$ cat config.mk
export PLATFORM = sky130hd
export DESIGN_NAME = spi_master
export DESIGN_NICKNAME = d
export VERILOG_FILES = /design/src/rtl/spi_pkg.sv /design/src/rtl/spi_sck_gen.sv /design/src/rtl/spi_master.sv
export SDC_FILE = /design/constraint.sdc
export NUM_CORES = 1
export LEC_CHECK = 0
export CORE_UTILIZATION = 50
export CTS_BUF_LIST = sky130_fd_sc_hd__clkbuf_4
export DETAILED_ROUTE_END_ITERATION = 7
export PLACE_DENSITY = 0.8
export REMOVE_ABC_BUFFERS = 1
export SLEW_MARGIN = 5
export SYNTH_ARGS = -nofsm -noshare
export SYNTH_HDL_FRONTEND = slang
export SYNTH_SLANG_ARGS = --single-unit
$ cat constraint.sdc
create_clock -name clk -period 1.49 [get_ports clk]
set_clock_uncertainty 0.05 [all_clocks]
set_input_delay 0.149 -clock clk [delete_from_list [all_inputs] [get_ports clk]]
set_output_delay 0.149 -clock clk [all_outputs]
set_load 0.01 [all_outputs]
$ cat src/rtl/spi_pkg.sv
// Shared definitions for the SPI mode-0 master and its matching slave:
// FSM state encoding, mode constants and timing limits.
package spi_pkg;

  typedef enum logic [2:0] {
    ST_IDLE  = 3'd0,
    ST_LEAD  = 3'd1,
    ST_HIGH  = 3'd2,
    ST_LOW   = 3'd3,
    ST_GAP   = 3'd4,
    ST_TRAIL = 3'd5,
    ST_DESEL = 3'd6
  } spi_state_e;

  localparam logic SPI_MODE0_CPOL = 1'b0;
  localparam logic SPI_MODE0_CPHA = 1'b0;

  localparam int SPI_DEFAULT_DATA_WIDTH = 8;

  // The slave oversamples sck, so each half-period needs at least this many clk cycles.
  localparam int SPI_MIN_CLK_DIV = 4;

  // States in which a new byte may be accepted.
  function automatic logic spi_accepting(input spi_state_e s);
    return (s == ST_IDLE) || (s == ST_GAP);
  endfunction

endpackage

$ cat src/rtl/spi_sck_gen.sv
// Half-period timer for the SPI master: counts 0..CLK_DIV-1 while enabled and
// flags the last cycle of each half-period with a one-cycle tick.
module spi_sck_gen #(
  parameter int CLK_DIV = 4
) (
  input  logic clk,
  input  logic rst_n,
  input  logic en,
  input  logic restart,
  output logic tick
);

  localparam int CNT_W = (CLK_DIV > 1) ? $clog2(CLK_DIV) : 1;
  localparam logic [CNT_W-1:0] CNT_MAX = CNT_W'(CLK_DIV - 1);

  logic [CNT_W-1:0] cnt_q;
  logic [CNT_W-1:0] cnt_d;

  always_comb begin
    cnt_d = cnt_q;
    if (restart) begin
      cnt_d = '0;
    end else if (en) begin
      cnt_d = (cnt_q == CNT_MAX) ? '0 : cnt_q + CNT_W'(1);
    end
  end

  assign tick = en && !restart && (cnt_q == CNT_MAX);

  always_ff @(posedge clk) begin
    if (!rst_n) begin
      cnt_q <= '0;
    end else begin
      cnt_q <= cnt_d;
    end
  end

endmodule

$ cat src/rtl/spi_master.sv
// SPI mode-0 (CPOL=0, CPHA=0) MSB-first master with a ready/start byte interface.
// Bytes are grouped into frames: ssel stays low until a byte tagged "last" finishes.
module spi_master
  import spi_pkg::*;
#(
  parameter int CLK_DIV    = 4,
  parameter int DATA_WIDTH = SPI_DEFAULT_DATA_WIDTH
) (
  input  logic                  clk,
  input  logic                  rst_n,
  input  logic                  start,
  input  logic [DATA_WIDTH-1:0] tx_data,
  input  logic                  last,
  output logic                  ready,
  output logic [DATA_WIDTH-1:0] rx_data,
  output logic                  rx_valid,
  output logic                  busy,
  output logic                  sck,
  output logic                  mosi,
  input  logic                  miso,
  output logic                  ssel
);

  localparam int BIT_W = $clog2(DATA_WIDTH) + 1;
  localparam logic [BIT_W-1:0] LAST_BIT = BIT_W'(DATA_WIDTH - 1);

  if (CLK_DIV < SPI_MIN_CLK_DIV) begin : g_bad_clk_div
    $error("spi_master: CLK_DIV must be at least %0d", SPI_MIN_CLK_DIV);
  end
  if (DATA_WIDTH < 2) begin : g_bad_width
    $error("spi_master: DATA_WIDTH must be at least 2");
  end
  if ((SPI_MODE0_CPOL != 1'b0) || (SPI_MODE0_CPHA != 1'b0)) begin : g_bad_mode
    $error("spi_master: only SPI mode 0 is implemented");
  end

  spi_state_e            state_q, state_d;
  logic [DATA_WIDTH-1:0] tx_shift_q, tx_shift_d;
  logic [DATA_WIDTH-1:0] rx_shift_q, rx_shift_d;
  logic [DATA_WIDTH-1:0] rx_data_q, rx_data_d;
  logic [BIT_W-1:0]      bit_cnt_q, bit_cnt_d;
  logic                  last_q, last_d;
  logic                  sck_q, sck_d;
  logic                  mosi_q, mosi_d;
  logic                  ssel_q, ssel_d;
  logic                  ready_q, ready_d;
  logic                  busy_q, busy_d;
  logic                  rx_valid_q, rx_valid_d;

  logic                  gen_en;
  logic                  gen_restart;
  logic                  tick;
  logic [DATA_WIDTH-1:0] rx_next;
  logic [DATA_WIDTH-1:0] tx_next;

  spi_sck_gen #(
    .CLK_DIV (CLK_DIV)
  ) u_sck_gen (
    .clk     (clk),
    .rst_n   (rst_n),
    .en      (gen_en),
    .restart (gen_restart),
    .tick    (tick)
  );

  always_comb begin
    state_d     = state_q;
    tx_shift_d  = tx_shift_q;
    rx_shift_d  = rx_shift_q;
    rx_data_d   = rx_data_q;
    bit_cnt_d   = bit_cnt_q;
    last_d      = last_q;
    sck_d       = sck_q;
    mosi_d      = mosi_q;
    ssel_d      = ssel_q;
    ready_d     = ready_q;
    busy_d      = busy_q;
    rx_valid_d  = 1'b0;
    gen_en      = 1'b0;
    gen_restart = 1'b0;
    // miso is sampled on the edge that ends the high phase, i.e. as late as possible.
    rx_next     = {rx_shift_q[DATA_WIDTH-2:0], miso};
    tx_next     = {tx_shift_q[DATA_WIDTH-2:0], 1'b0};

    case (state_q)
      ST_IDLE, ST_GAP: begin
        if (start && ready_q && spi_accepting(state_q)) begin
          state_d     = ST_LEAD;
          tx_shift_d  = tx_data;
          last_d      = last;
          mosi_d      = tx_data[DATA_WIDTH-1];
          ssel_d      = 1'b0;
          ready_d     = 1'b0;
          busy_d      = 1'b1;
          bit_cnt_d   = '0;
          gen_restart = 1'b1;
        end
      end

      ST_LEAD, ST_LOW: begin
        gen_en = 1'b1;
        if (tick) begin
          sck_d   = 1'b1;
          state_d = ST_HIGH;
        end
      end

      ST_HIGH: begin
        gen_en = 1'b1;
        if (tick) begin
          sck_d      = 1'b0;
          rx_shift_d = rx_next;
          if (bit_cnt_q == LAST_BIT) begin
            // Byte complete: mosi keeps the final bit through GAP/TRAIL.
            rx_data_d  = rx_next;
            rx_valid_d = 1'b1;
            state_d    = last_q ? ST_TRAIL : ST_GAP;
            ready_d    = !last_q;
          end else begin
            bit_cnt_d  = bit_cnt_q + BIT_W'(1);
            tx_shift_d = tx_next;
            mosi_d     = tx_next[DATA_WIDTH-1];
            state_d    = ST_LOW;
          end
        end
      end

      ST_TRAIL: begin
        gen_en = 1'b1;
        if (tick) begin
          ssel_d  = 1'b1;
          mosi_d  = 1'b0;
          state_d = ST_DESEL;
        end
      end

      ST_DESEL: begin
        gen_en = 1'b1;
        if (tick) begin
          ready_d = 1'b1;
          busy_d  = 1'b0;
          state_d = ST_IDLE;
        end
      end

      default: begin
        state_d = ST_IDLE;
      end
    endcase
  end

  always_ff @(posedge clk) begin
    if (!rst_n) begin
      state_q    <= ST_IDLE;
      tx_shift_q <= '0;
      rx_shift_q <= '0;
      rx_data_q  <= '0;
      bit_cnt_q  <= '0;
      last_q     <= 1'b0;
      sck_q      <= SPI_MODE0_CPOL;
      mosi_q     <= 1'b0;
      ssel_q     <= 1'b1;
      ready_q    <= 1'b1;
      busy_q     <= 1'b0;
      rx_valid_q <= 1'b0;
    end else begin
      state_q    <= state_d;
      tx_shift_q <= tx_shift_d;
      rx_shift_q <= rx_shift_d;
      rx_data_q  <= rx_data_d;
      bit_cnt_q  <= bit_cnt_d;
      last_q     <= last_d;
      sck_q      <= sck_d;
      mosi_q     <= mosi_d;
      ssel_q     <= ssel_d;
      ready_q    <= ready_d;
      busy_q     <= busy_d;
      rx_valid_q <= rx_valid_d;
    end
  end

  assign ready    = ready_q;
  assign rx_data  = rx_data_q;
  assign rx_valid = rx_valid_q;
  assign busy     = busy_q;
  assign sck      = sck_q;
  assign mosi     = mosi_q;
  assign ssel     = ssel_q;

  a_sck_only_selected: assert property (@(posedge clk) disable iff (!rst_n) sck_q |-> !ssel_q);
  a_rx_valid_pulse:    assert property (@(posedge clk) disable iff (!rst_n) rx_valid_q |=> !rx_valid_q);

endmodule
* Yosys cells after proc, flatten, opt, wreduce, memory -nomap -nowiden
Cells that the tools add are included.
** Operators by class
- Muxes and demuxes :: 35
- Add/sub/neg operators :: 2
- Bitwise logic cells :: 1
- Equality and inequality tests :: 15
- Reduce and logical (&&, ||, !) cells :: 29
** Operator list (count)
- 2-to-1 mux 7 bit :: 3
- 2-to-1 mux 3 bit :: 6
- one-hot mux 3 bit (5 select lines) :: 1
- AND reduction 3 bit :: 5
- AND reduction 5 bit :: 3
- 2-to-1 mux 1 bit :: 14
- inequality test 2 bit, second input constant :: 7
- one-hot mux 7 bit (2 select lines) :: 1
- 2-to-1 mux 4 bit :: 3
- == test 3 bit, second input constant :: 3
- one-hot mux 4 bit (2 select lines) :: 1
- nonzero test 2 bit :: 4
- == test 3 x 2 -> 1 bit, second input constant :: 2
- one-hot mux 1 bit (2 select lines) :: 3
- one-hot mux 1 bit (3 select lines) :: 2
- nonzero test 3 bit :: 2
- OR reduction 2 bit :: 3
- OR reduction 5 bit :: 1
- adder 4 x 1 -> 4 bit, second input constant :: 1
- == test 4 x 3 -> 1 bit, second input constant :: 1
- logical AND 1 bit :: 4
- AND reduction 2 bit :: 2
- AND reduction 4 bit :: 1
- == test 3 x 1 -> 1 bit, second input constant :: 1
- 7 further kinds :: 8
** Word-level totals
- Register bits after elaboration :: 38
- Output and inout port bits :: 14
- Input bits :: 13

* Longest topological paths before layout
Gate-level depths: netlist (run 1).
- Word-level depth :: 10
- Depth in mapped cells :: 6

* Hierarchy
A second synthesis (run 1) with hierarchy kept.
** Unflattened totals
- Cells, all modules :: 193
- Area total of the unflattened synthesis :: 1771.7 um2
** By module, submodules not included
- spi_master :: times used 1, area an instance 1666.6 um2, seq. area each 720.7 um2, cells each 183
- spi_sck_gen :: times used 1, area an instance 105.1 um2, seq. area each 40.0 um2, cells each 10

* Worst setup path before layout (run 1)
No wires, ideal clock.
- Kind :: register to register
- Start point :: register bit_cnt_q[0]
- End point :: register bit_cnt_q[3]
- Library setup time :: 70 ps
- Period minus slack after synthesis :: 1549 ps
- Path buffers :: 1
- Arrival :: 1429 ps
- Path slack :: -59 ps
- Stages on the path, launching flop included :: 6
- Cells stage by stage :: dfxtp_1 -> ha_1 -> and3b_1 -> buf_6 -> or4_1 -> a21oi_1
** Between the ends
- Word-level cells in the longest chain between the ends :: 4
** RTL lines
- start, declared :: RTL line spi_master.sv:41 : logic [BIT_W-1:0] bit_cnt_q, bit_cnt_d;
- start signal, assigned :: RTL line spi_master.sv:171 : bit_cnt_q <= bit_cnt_d;
- adder 4 x 1 -> 4 bit :: RTL line spi_master.sv:120 : bit_cnt_d = bit_cnt_q + BIT_W'(1);
- 2-to-1 mux 4 bit :: RTL line spi_master.sv:113 : if (bit_cnt_q == LAST_BIT) begin
- 2-to-1 mux 4 bit :: RTL line spi_master.sv:110 : if (tick) begin
- one-hot mux 4 bit (2 select lines) :: RTL line spi_master.sv:85 : case (state_q)
Parallel ways exist; a longest one is shown, timed or not. The select of a mux whose other input is x is not followed.
A chain may end at the register's enable or synchronous reset.

* Worst setup path in the final report (run 1)
- Start point :: register bit_cnt_q[0]
- End point :: register bit_cnt_q[0]
Same word-level chain as after synthesis.

==> run summary, run 1 <==
Status: finished, final reports clean
Pre-antenna DRT Iters: 4
Critical path class: reg -> reg
FF+latch count, synth: 38
Min Tclk post-route: 1470 ps
Worst skew pair latency: 350 ps
Sequential share of the synthesized area: 43.9%
GRT Residual Overflow: 0
Yosys warning total: 0
Final ANT Viol Nets: 0
Cell row count: 21
RSZ-0062 raised after global routing: true
Largest net degree at the start of global routing: 23
Via density: 5.70
Peak Freq: 681 MHz
Hold_sp: tx_data[0]
EDFF count, synth: 0
Syn_area_per_cell: 8.76 um^2
Power per cell area: 784 mW/mm^2
Setup_tns: 0 ps
Worst Setup Slack, final: 20.7 ps
Slew @ Worst Pin: 298 ps
Layout cell share with drive strength beyond 1: 27.0%
Hold crit path type: in -> reg
RR Startpoint: bit_cnt_q[0]
Post-route DRC violation count: 0
Adder-cell share of the synthesized area: 1.44%
Post-synth top flop: dfxtp_1
Fraction of synthesized area in multiplexers: 4.04%
Setup crit start: bit_cnt_q[0]
Core Area: 0.00334 mm^2
Peak supply drop: 547 uV
Met3 wire len: 174 um
Synth Area in XOR/XNOR: 0%
Die area: 0.00371 mm^2
Vias in the first global route: 1516
Fin. Hold Viols: 0
# clock sinks: 38
CP arrival: 1710 ps
Initial Utilization: 52.0%
Pre-CTS setup slack: -142 ps
Vias: 1676
Initial antenna violation count: 0
Post-DP HPWL: 2.92 mm
Fin area: 0.00241 mm^2
Worst-path clk slew: 120 ps
Critical path required time: 1730 ps
Met1 WL: 1.93 mm
CTS Hold Bufs: 0
Share of the cycle needed by the critical path after routing: 98.6%
Fraction of registers with async set/reset: 0%
Relative max-transition margin: 80.1%
Area share of and/or/nand/nor cells after synthesis: 18.5%
Post-synthesis cell area: 0.00173 mm^2
Reported max-cap violation count: 0
CTS Buffer Depth: 2
IO buf count: 26
Reg2reg path depth: 5
Post-synthesis cell count: 198
Finish-stage setup viols: 0
Compound-cell area share of the yosys netlist: 25.3%
Most frequent cells in the layout: dfxtp_1, buf_4, nand2_1, clkdlybuf4s50_1, a21oi_1
Routability Congestion: 0.929
Met2 routed WL: 2.22 mm
Hold Slack: 294 ps
Hold endpoint: tx_shift_q[0]
Hold Path Cell Cnt: 3
Area after DPL: 0.00220 mm^2
Chip width: 60.9 um
Netlist cell types: 44
1st-iter DRT viols: 126
Num ports: 27
Diode count: 0
Final slew viol count: 0
CTS tree: yes
Wire per inst: 14.9 um
Top Layer Used: met4
Largest family of logic cells by synthesized area: compound AO/OA/AOI/OAI gates
Fillcell total: 249
FF-to-FF End: bit_cnt_q[0]
Total CTS buffers: 5
Startpoint types: flop
Net count reported at finish: 262
Pleak: 0.000917 uW
Internal reg-to-reg setup slack: 20 ps
H-tree depth: 2
First-pass GRT wire length: 6.65 mm
Clk root buf: clkbuf_4
Area growth, synth to finish: 38.9%
GRT Total Usage: 24.6%
Critical Path Fanout Max: 5
Critical path endpoint category: flop
Final WL: 4.38 mm
Die Y-Extent: 60.9 um
layout make-up:
type	count	area [um^2]	share of cell area (%)
clock inverters	3	16.3	0.675
repair buffers	61	551	22.9
inverters	5	18.8	0.779
flip-flops and latches	38	774	32.2
multi-input cells	136	953	39.6
clock buffers	5	37.5	1.56
well taps	46	57.6	2.39
how the worst max path moves through the flow:
stage / to / slack (ps) / depth (start not counted)
after CTS: mosi / 0.3 / 1
after global placement: tx_shift_q[3] / -110 / 5
final: bit_cnt_q[0] / 20 / 5
after global routing: tx_shift_q[1] / -20 / 6
after floorplan: bit_cnt_q[3] / -490 / 4
after detailed placement: tx_shift_q[6] / -140 / 5
power breakdown:
group	internal [uW]	switching (uW)
clock network	175	361
registers	1050	32.3
logic	147	118
total	1380	511
state kept, by name (all words and copies together), names as in the netlist:
signal,count
mosi,1
sck,1
rx_shift_q,7
bit_cnt_q,4
ready,1
busy,1
ssel,1
rx_valid,1
u_sck_gen.cnt_q,2
tx_shift_q,7
rx_data,8
last_q,1
state_q,3
synthesized netlist by cell type (3+ instances only):
cell / instances / area (um^2)
a211oi_1: 12 / 90.1
a21oi_1: 23 / 115
buf_2: 8 / 40.0
buf_4: 3 / 22.5
clkbuf_1: 7 / 26.3
dfxtp_1: 38 / 761
inv_1: 4 / 15.0
mux2i_1: 7 / 70.1
nand2_1: 22 / 82.6
nand3_1: 13 / 65.1
nand3b_1: 3 / 22.5
nor2_1: 4 / 15.0
o21ai_0: 14 / 70.1
critical path: stages (launching register included):
cell	delay (ps)
dfxtp_2	360
ha_4	160
and3b_2	210
buf_6	130
or3_1	370
a21oi_2	120
cells by family after synthesis:
group	Yosys count
flip-flops	38
multiplexers	7
AND/OR/NAND/NOR	58
AO/OA/AOI/OAI	69
buffers and inverters	24
adder cells (fa/ha/maj)	2
through the flow:
stage	power [uW]	utilization [%]	std cells
after floorplan	1210	-	179
after global placement	1340	66.1	283
after detailed placement	1350	66.1	283
after CTS	1870	68.5	291
after global routing	1960	72.2	294
final	1890	72.2	294
repair_timing:
item                                    4_1_cts  5_1_grt
pin swaps                                     1       14
gates cloned                                  0        2
endpoints found under the setup margin       29       20
resized for setup                            12       25
buffers inserted                              0        1
metal layers:
metal / global-route usage [%] / vias to the layer above
li1: - / 831
met1: 28.0 / 805
met2: 42.2 / 34
met3: 7.46 / 6
met4: 11.4 / 0
met5: 0 / -
(Power assumes the default switching activity.)
==> inputs of run 2 (changes only) <==
CAP_MARGIN = 20   (was not set)
TNS_END_PERCENT = 5   (was not set)
==> run 2 against run 1 <==
Compared with the run above:
- maximum frequency shrank 2.4%
- sequential share of layout area increased by 0.77 points
- global-route usage down 0.44 points
- the run now ends with negative setup slack left
- via count shrank 1.6%
- first-iteration DRC count shrank 17%
- combinational power decreased by 2%
- critical path type unchanged
- die area is the same
==> run summary, run 2 (same netlist as run 1, synthesis figures left out) <==
Share of the cycle needed by the critical path after routing: 101% (+2.4 points)
Die area: 0.00371 mm^2 (unchanged)
CP arrival: 1720 ps (about the same)
Register area: 773 um^2 (-0.16%)
Peak Freq: 664 MHz (-2.4%)
Fillcell total: 260 (+4.4%)
Startpoint types: flop
Reported max-cap violation count: 0 (unchanged)
Status: finished, violations left
Clk root buf: clkbuf_4
Power per cell area: 801 mW/mm^2 (+2.1%)
Internal reg-to-reg setup slack: -20 ps (-40 ps)
First-pass GRT wire length: 6.53 mm (-1.9%)
Die Y-Extent: 60.9 um (unchanged)
Worst skew pair latency: 350 ps (about the same)
Hold Slack: 293 ps (-1.13 ps)
CP max stage cell: dfxtp_2
Final ANT Viol Nets: 0 (unchanged)
Pleak: 0.000897 uW (-2.1%)
Critical path required time: 1700 ps (-30 ps)
Chip width: 60.9 um (unchanged)
Via density: 5.67 (-0.60%)
Hold crit path type: in -> reg
Worst path cell trace: ha_4 -> nand4bb_1 -> buf_6 -> o21ai_1 -> buf_4 -> a211oi_1
Initial antenna violation count: 0 (unchanged)
# clock sinks: 38 (unchanged)
Post-CTS setup buffer count: 0 (unchanged)
RSZ-0062 raised after global routing: true
1st-iter DRT viols: 104 (-17%)
Hold_sp: tx_data[0]
CTS Buffer Depth: 2 (unchanged)
GRT Total Usage: 24.2% (-0.44 points)
CTS tree: yes
Min Tclk post-route: 1510 ps (+36.2 ps)
Diode count: 0 (unchanged)
Relative max-transition margin: 81.7% (+1.6 points)
Peak supply drop: 548 uV (+0.26%)
Layout cell share with drive strength beyond 1: 24.1% (-2.9 points)
Wire per inst: 14.6 um (-1.9%)
Hold Path Cell Cnt: 3 (unchanged)
Total power: 1880 uW (-0.40%)
Final WL: 4.26 mm (-2.9%)
Critical Path Fanout Max: 22 (+17)
FF-to-FF End: tx_shift_q[4]
Vias: 1649 (-1.6%)
Post-route DRC violation count: 0 (unchanged)
Total CTS buffers: 5 (unchanged)
Worst Setup Slack, final: -15.5 ps (-36.2 ps)
Pre-antenna DRT Iters: 4 (unchanged)
Finish-stage setup viols: 1 (+1)
Most frequent cells in the layout: dfxtp_1, buf_4, a21oi_1, nand2_1, clkdlybuf4s50_1
Worst-path clk slew: 120 ps (about the same)
Vias in the first global route: 1500 (-1.1%)
Fin. Hold Viols: 0 (unchanged)
Cell row count: 21 (unchanged)
Final slew viol count: 0 (unchanged)
Area growth, synth to finish: 35.4%
Critical path class: reg -> reg
Slew @ Worst Pin: 273 ps (-25.4 ps)
Largest net degree at the start of global routing: 23 (unchanged)
GRT Residual Overflow: 0 (unchanged)
Critical path endpoint category: flop
Reg2reg path depth: 6 (+1)
Max incr delay on CP: 350 ps (-20 ps)
CTS Hold Bufs: 0 (unchanged)
Net count reported at finish: 259 (-1.1%)
Failing checks: negative setup slack
Area of the multi-input gates: 920 um^2 (-3.5%)
Routability Congestion: 0.929 (unchanged)
Core Area: 0.00334 mm^2 (unchanged)
Hold endpoint: tx_shift_q[0]
Num ports: 27 (unchanged)
Initial Utilization: 52.0% (unchanged)
Largest register FFs: 8 (unchanged)
H-tree depth: 2 (unchanged)
Post-DP HPWL: 2.92 mm (unchanged)
RR Startpoint: u_sck_gen.cnt_q[0]
IO buf count: 26 (unchanged)
run 2: changes by cell type in the layout (fill, tap and decap cells not counted), sizes merged:
cell and delta:
buf -3
run 2: stage by stage:
step / setup slack (ps) / std cells / setup TNS (ps) / util [%] / area (um^2)
finish: -15.5 / 291 / -15.5 / 70.4 / 2350
global route: -85.5 / 291 / -435 / 70.4 / 2350
CTS: -0.792 / 291 / -0.792 / 68.4 / 2280
detailed placement: -142 / 283 / -2110 / 66.1 / 2200
global placement: -112 / 283 / -1110 / 66.1 / 2200
floorplan: -489 / 179 / -7660 / - / 1630
run 2: what timing repair did:
| item | 4_1_cts | 5_1_grt |
|---|---|---|
| cloned | 0 | 0 |
| resized for setup | 11 | 16 |
| endpoints found under the setup margin | 29 | 34 |
| pin swaps | 1 | 0 |
| endpoints found under the hold margin | 0 | 0 |
run 2: how the worst max path moves through the flow:
| stage | start | end | slack [ps] | cells after the start |
|---|---|---|---|---|
| 3_3_place_gp | start | tx_shift_q[3] | -110 | 5 |
| 3_5_place_dp | start | tx_shift_q[6] | -140 | 5 |
| 5_1_grt | u_sck_gen.cnt_q[0] | tx_shift_q[4] | -90 | 6 |
| 6_report | u_sck_gen.cnt_q[0] | tx_shift_q[4] | -20 | 6 |
| 4_1_cts | state_q[1] | tx_shift_q[6] | -0.8 | 5 |
| 2_1_floorplan | u_sck_gen.cnt_q[0] | bit_cnt_q[3] | -490 | 4 |
run 2: worst max-delay path: cells and delay by family, from the launching register on:
| kind | cells | cell delay [ps] |
|---|---|---|
| buffers and inverters | 2 | 360 |
| flip-flops | 1 | 350 |
| AO/OA/AOI/OAI | 2 | 320 |
| adder cells (fa/ha/maj) | 1 | 180 |
| AND/OR/NAND/NOR | 1 | 140 |
run 2: where the power goes:
| part | internal [uW] | total, uW | switching, uW | leakage [uW] |
|---|---|---|---|---|
| sequential | 1050 | 1090 | 32.9 | 0.000312 |
| clock | 175 | 534 | 358 | 0.0000286 |
| combinational | 144 | 259 | 115 | 0.000557 |
run 2: layout make-up:
| cell class | count | area share [%] |
|---|---|---|
| well taps | 46 | 2.45 |
| inverters | 5 | 0.799 |
| multi-input cells | 136 | 39.2 |
| clock buffers | 5 | 1.60 |
| flip-flops and latches | 38 | 32.9 |
| repair buffers | 58 | 22.4 |
| clock inverters | 3 | 0.693 |
run 2: metal layers:
| metal | routed length (um) | GRT usage (%) | vias to the layer above |
|---|---|---|---|
| li1 | - | - | 823 |
| met1 | 1910 | 27.7 | 788 |
| met2 | 2140 | 41.0 | 32 |
| met3 | 151 | 7.46 | 6 |
| met4 | 59 | 11.4 | 0 |
| met5 | 0 | 0 | - |
==> inputs of run 3 (changes only) <==
ABC_AREA = 1   (was not set)
PLACE_DENSITY = 0.79   (was 0.8)
==> run 3 against run 2 <==
Compared with the run above:
- the flow now finishes without violations
- register-to-register slack gained 96 ps
- cell area grew 3.0%
- global-route usage shrank 1.2 points
- die area grew 5.4%
- combinational power grew to 7.5 times the previous value
- utilization grew 0.43 points
- via count grew 4.7%
- sequential cell count is the same
- worst setup slack gained 48 ps
- clock power grew 34%
- critical path type is now reg -> out
- critical endpoint is now rx_data[6]
==> run summary, run 3 <==
Post-synthesis cell area: 0.00183 mm^2 (+5.6%)
Worst Setup Slack, final: 32.5 ps (+48.1 ps)
Clk root buf: clkbuf_4
1st-iter DRT viols: 80 (-23%)
Critical path required time: 1290 ps (-410 ps)
Initial Utilization: 53.6% (+1.7 points)
Final slew viol count: 0 (unchanged)
Chip width: 62.5 um (+2.7%)
Post-synthesis cell count: 259 (+31%)
Peak Freq: 686 MHz (+3.3%)
CP arrival: 1260 ps (-460 ps)
Initial antenna violation count: 0 (unchanged)
Hold crit path type: in -> reg
Commonest non-fill, non-tap cell in the layout: nand2_1
Peak supply drop: 1120 uV (+100%)
Post-synth top area cell: dfxtp_1
Final WL: 4.18 mm (-1.8%)
First-pass GRT wire length: 7.00 mm (+7.3%)
Share of the cycle needed by the critical path after routing: 97.8% (-3.2 points)
Pre-CTS setup slack: -43.6 ps (+98.1 ps)
FF+latch count, synth: 38 (unchanged)
Worst path bufs/invs: 1 (-1)
CTS Buffer Depth: 2 (unchanged)
Critical path endpoint category: primary output
Pre-antenna DRT Iters: 4 (unchanged)
Largest net degree at the start of global routing: 18 (-22%)
EDFF count, synth: 0 (unchanged)
Core Area: 0.00342 mm^2 (+2.4%)
Die area: 0.00391 mm^2 (+5.4%)
Post-route DRC violation count: 0 (unchanged)
Critical path class: reg -> out
Wire per inst: 11.9 um (-19%)
Syn_area_per_cell: 7.07 um^2 (-19%)
CTS tree: yes
Reported max-cap violation count: 0 (unchanged)
Final ANT Viol Nets: 0 (unchanged)
GRT Residual Overflow: 0 (unchanged)
Yosys warning total: 0 (unchanged)
Routability Congestion: 0.854 (-8.1%)
Setup_tns: 0 ps (+15.5 ps)
H-tree depth: 2 (unchanged)
Largest register FFs: 8 (unchanged)
Most frequent cells in the layout: nand2_1, nor2_1, dfxtp_1, inv_1, buf_4
Layout cell share with drive strength beyond 1: 20.3% (-3.8 points)
Sequential share of the synthesized area: 41.5% (-2.3 points)
Slew @ Worst Pin: 343 ps (+69.8 ps)
Pleak: 0.00121 uW (+35%)
Min Tclk post-route: 1460 ps (-48.1 ps)
Max incr delay on CP: 540 ps (+190 ps)
Vias in the first global route: 1584 (+5.6%)
Fin. Hold Viols: 0 (unchanged)
Hold_sp: last
Worst skew pair latency: 370 ps (+20 ps)
Relative max-transition margin: 76.9% (-4.8 points)
GRT Total Usage: 22.9% (-1.2 points)
Largest cells by area after synthesis: dfxtp_1, nand2_1, nor2_1
Post-DP HPWL: 2.98 mm (+2.0%)
Fraction of registers with async set/reset: 0% (unchanged)
Worst path cell trace: clkdlybuf4s50_1
Status: finished, final reports clean
Num ports: 27 (unchanged)
Total power: 4100 uW (+120%)
RSZ-0062 raised after global routing: true
Total CTS buffers: 5 (unchanged)
Via density: 4.90 (-13%)
Cell row count: 21 (unchanged)
Diode count: 0 (unchanged)
Top delay family on crit path: buffers and inverters
Die Y-Extent: 62.5 um (+2.7%)
Net count reported at finish: 320 (+24%)
CP max stage cell: clkdlybuf4s50_1
Setup crit start: rx_data[6]
# clock sinks: 38 (unchanged)
Post-synth top area share: 41.5% (-2.3 points)
Most numerous cell in the Yosys netlist: nand2_1
Startpoint types: flop
Area growth, synth to finish: 32.0%
RR Startpoint: bit_cnt_q[0]
Power per cell area: 1690 mW/mm^2 (+110%)
Critical Path Fanout Max: 2 (-91%)
Vias: 1726 (+4.7%)
Worst-path clk slew: 110 ps (about the same)
Finish-stage setup viols: 0 (-1)
Netlist cell types: 28 (-36%)
Post-synth top flop: dfxtp_1
Top post-synthesis cells by count: nand2_1, dfxtp_1, nor2_1
IO buf count: 26 (unchanged)
[run 3: cell types whose count changed in the layout (fill, tap and decap cells not counted), moves of 5 or more]
| cell | delta |
|---|---|
| a211oi_1 | -9 |
| a21oi_1 | -9 |
| buf_4 | -11 |
| inv_1 | +21 |
| mux2i_1 | -6 |
| nand2_1 | +47 |
| nand2_2 | +7 |
| nor2_1 | +33 |
| nor2_4 | +5 |
[run 3: final cells by class]
class                      instances  area, um^2
multi-input combinational        183         928
tap                               46        57.6
timing repair buffer              47         463
sequential                        38         772
clock inverter                     3        45.0
inverter                          30         115
fill                             293         997
clock buffer                       5        37.5
[run 3: path summary, 6_finish.rpt]
check	to	slack, ps	depth (start not counted)
max	rx_data[6]	30	1
max reg2reg	bit_cnt_q[1]	80	10
min	last_q	310	3
min reg2reg	tx_shift_q[0]	430	2
[run 3: through the flow]
step / instances / util, % / instance area [um^2] / hold slack [ps]
CTS: 352 / 68.9 / 2350 / 306
global placement: 343 / 65.8 / 2250 / 400
finish: 352 / 70.8 / 2420 / 312
floorplan: 251 / - / 1770 / 184
detailed placement: 343 / 65.8 / 2250 / 406
global route: 352 / 70.8 / 2420 / 313
[run 3: where the power goes]
part | total, uW | switching (uW) | internal [uW]
logic | 1940 | 1100 | 842
registers | 1440 | 189 | 1250
clock network | 718 | 367 | 352
[run 3: metal layers]
metal,GRT usage [%],wire length (um),part of all wire [%]
met5,0,0,0
met4,10.8,93,2.2
met3,5.84,187,4.5
met2,38.0,1990,48
met1,27.6,1910,46
[run 3: cell families after synthesis]
kind of cell    share of synthesized area (%)
fa+ha+maj                                1.37
compound gates                           10.6
flops                                    41.5
simple gates                             36.8
buf+inv                                  9.70
[run 3: repair_timing]
item                       in CTS  in global routing
setup endpoints to repair      21                 36
hold buffers                    0                  0
gates resized for setup         2                 22
pin swaps                       1                  0
buffers inserted                1                  0
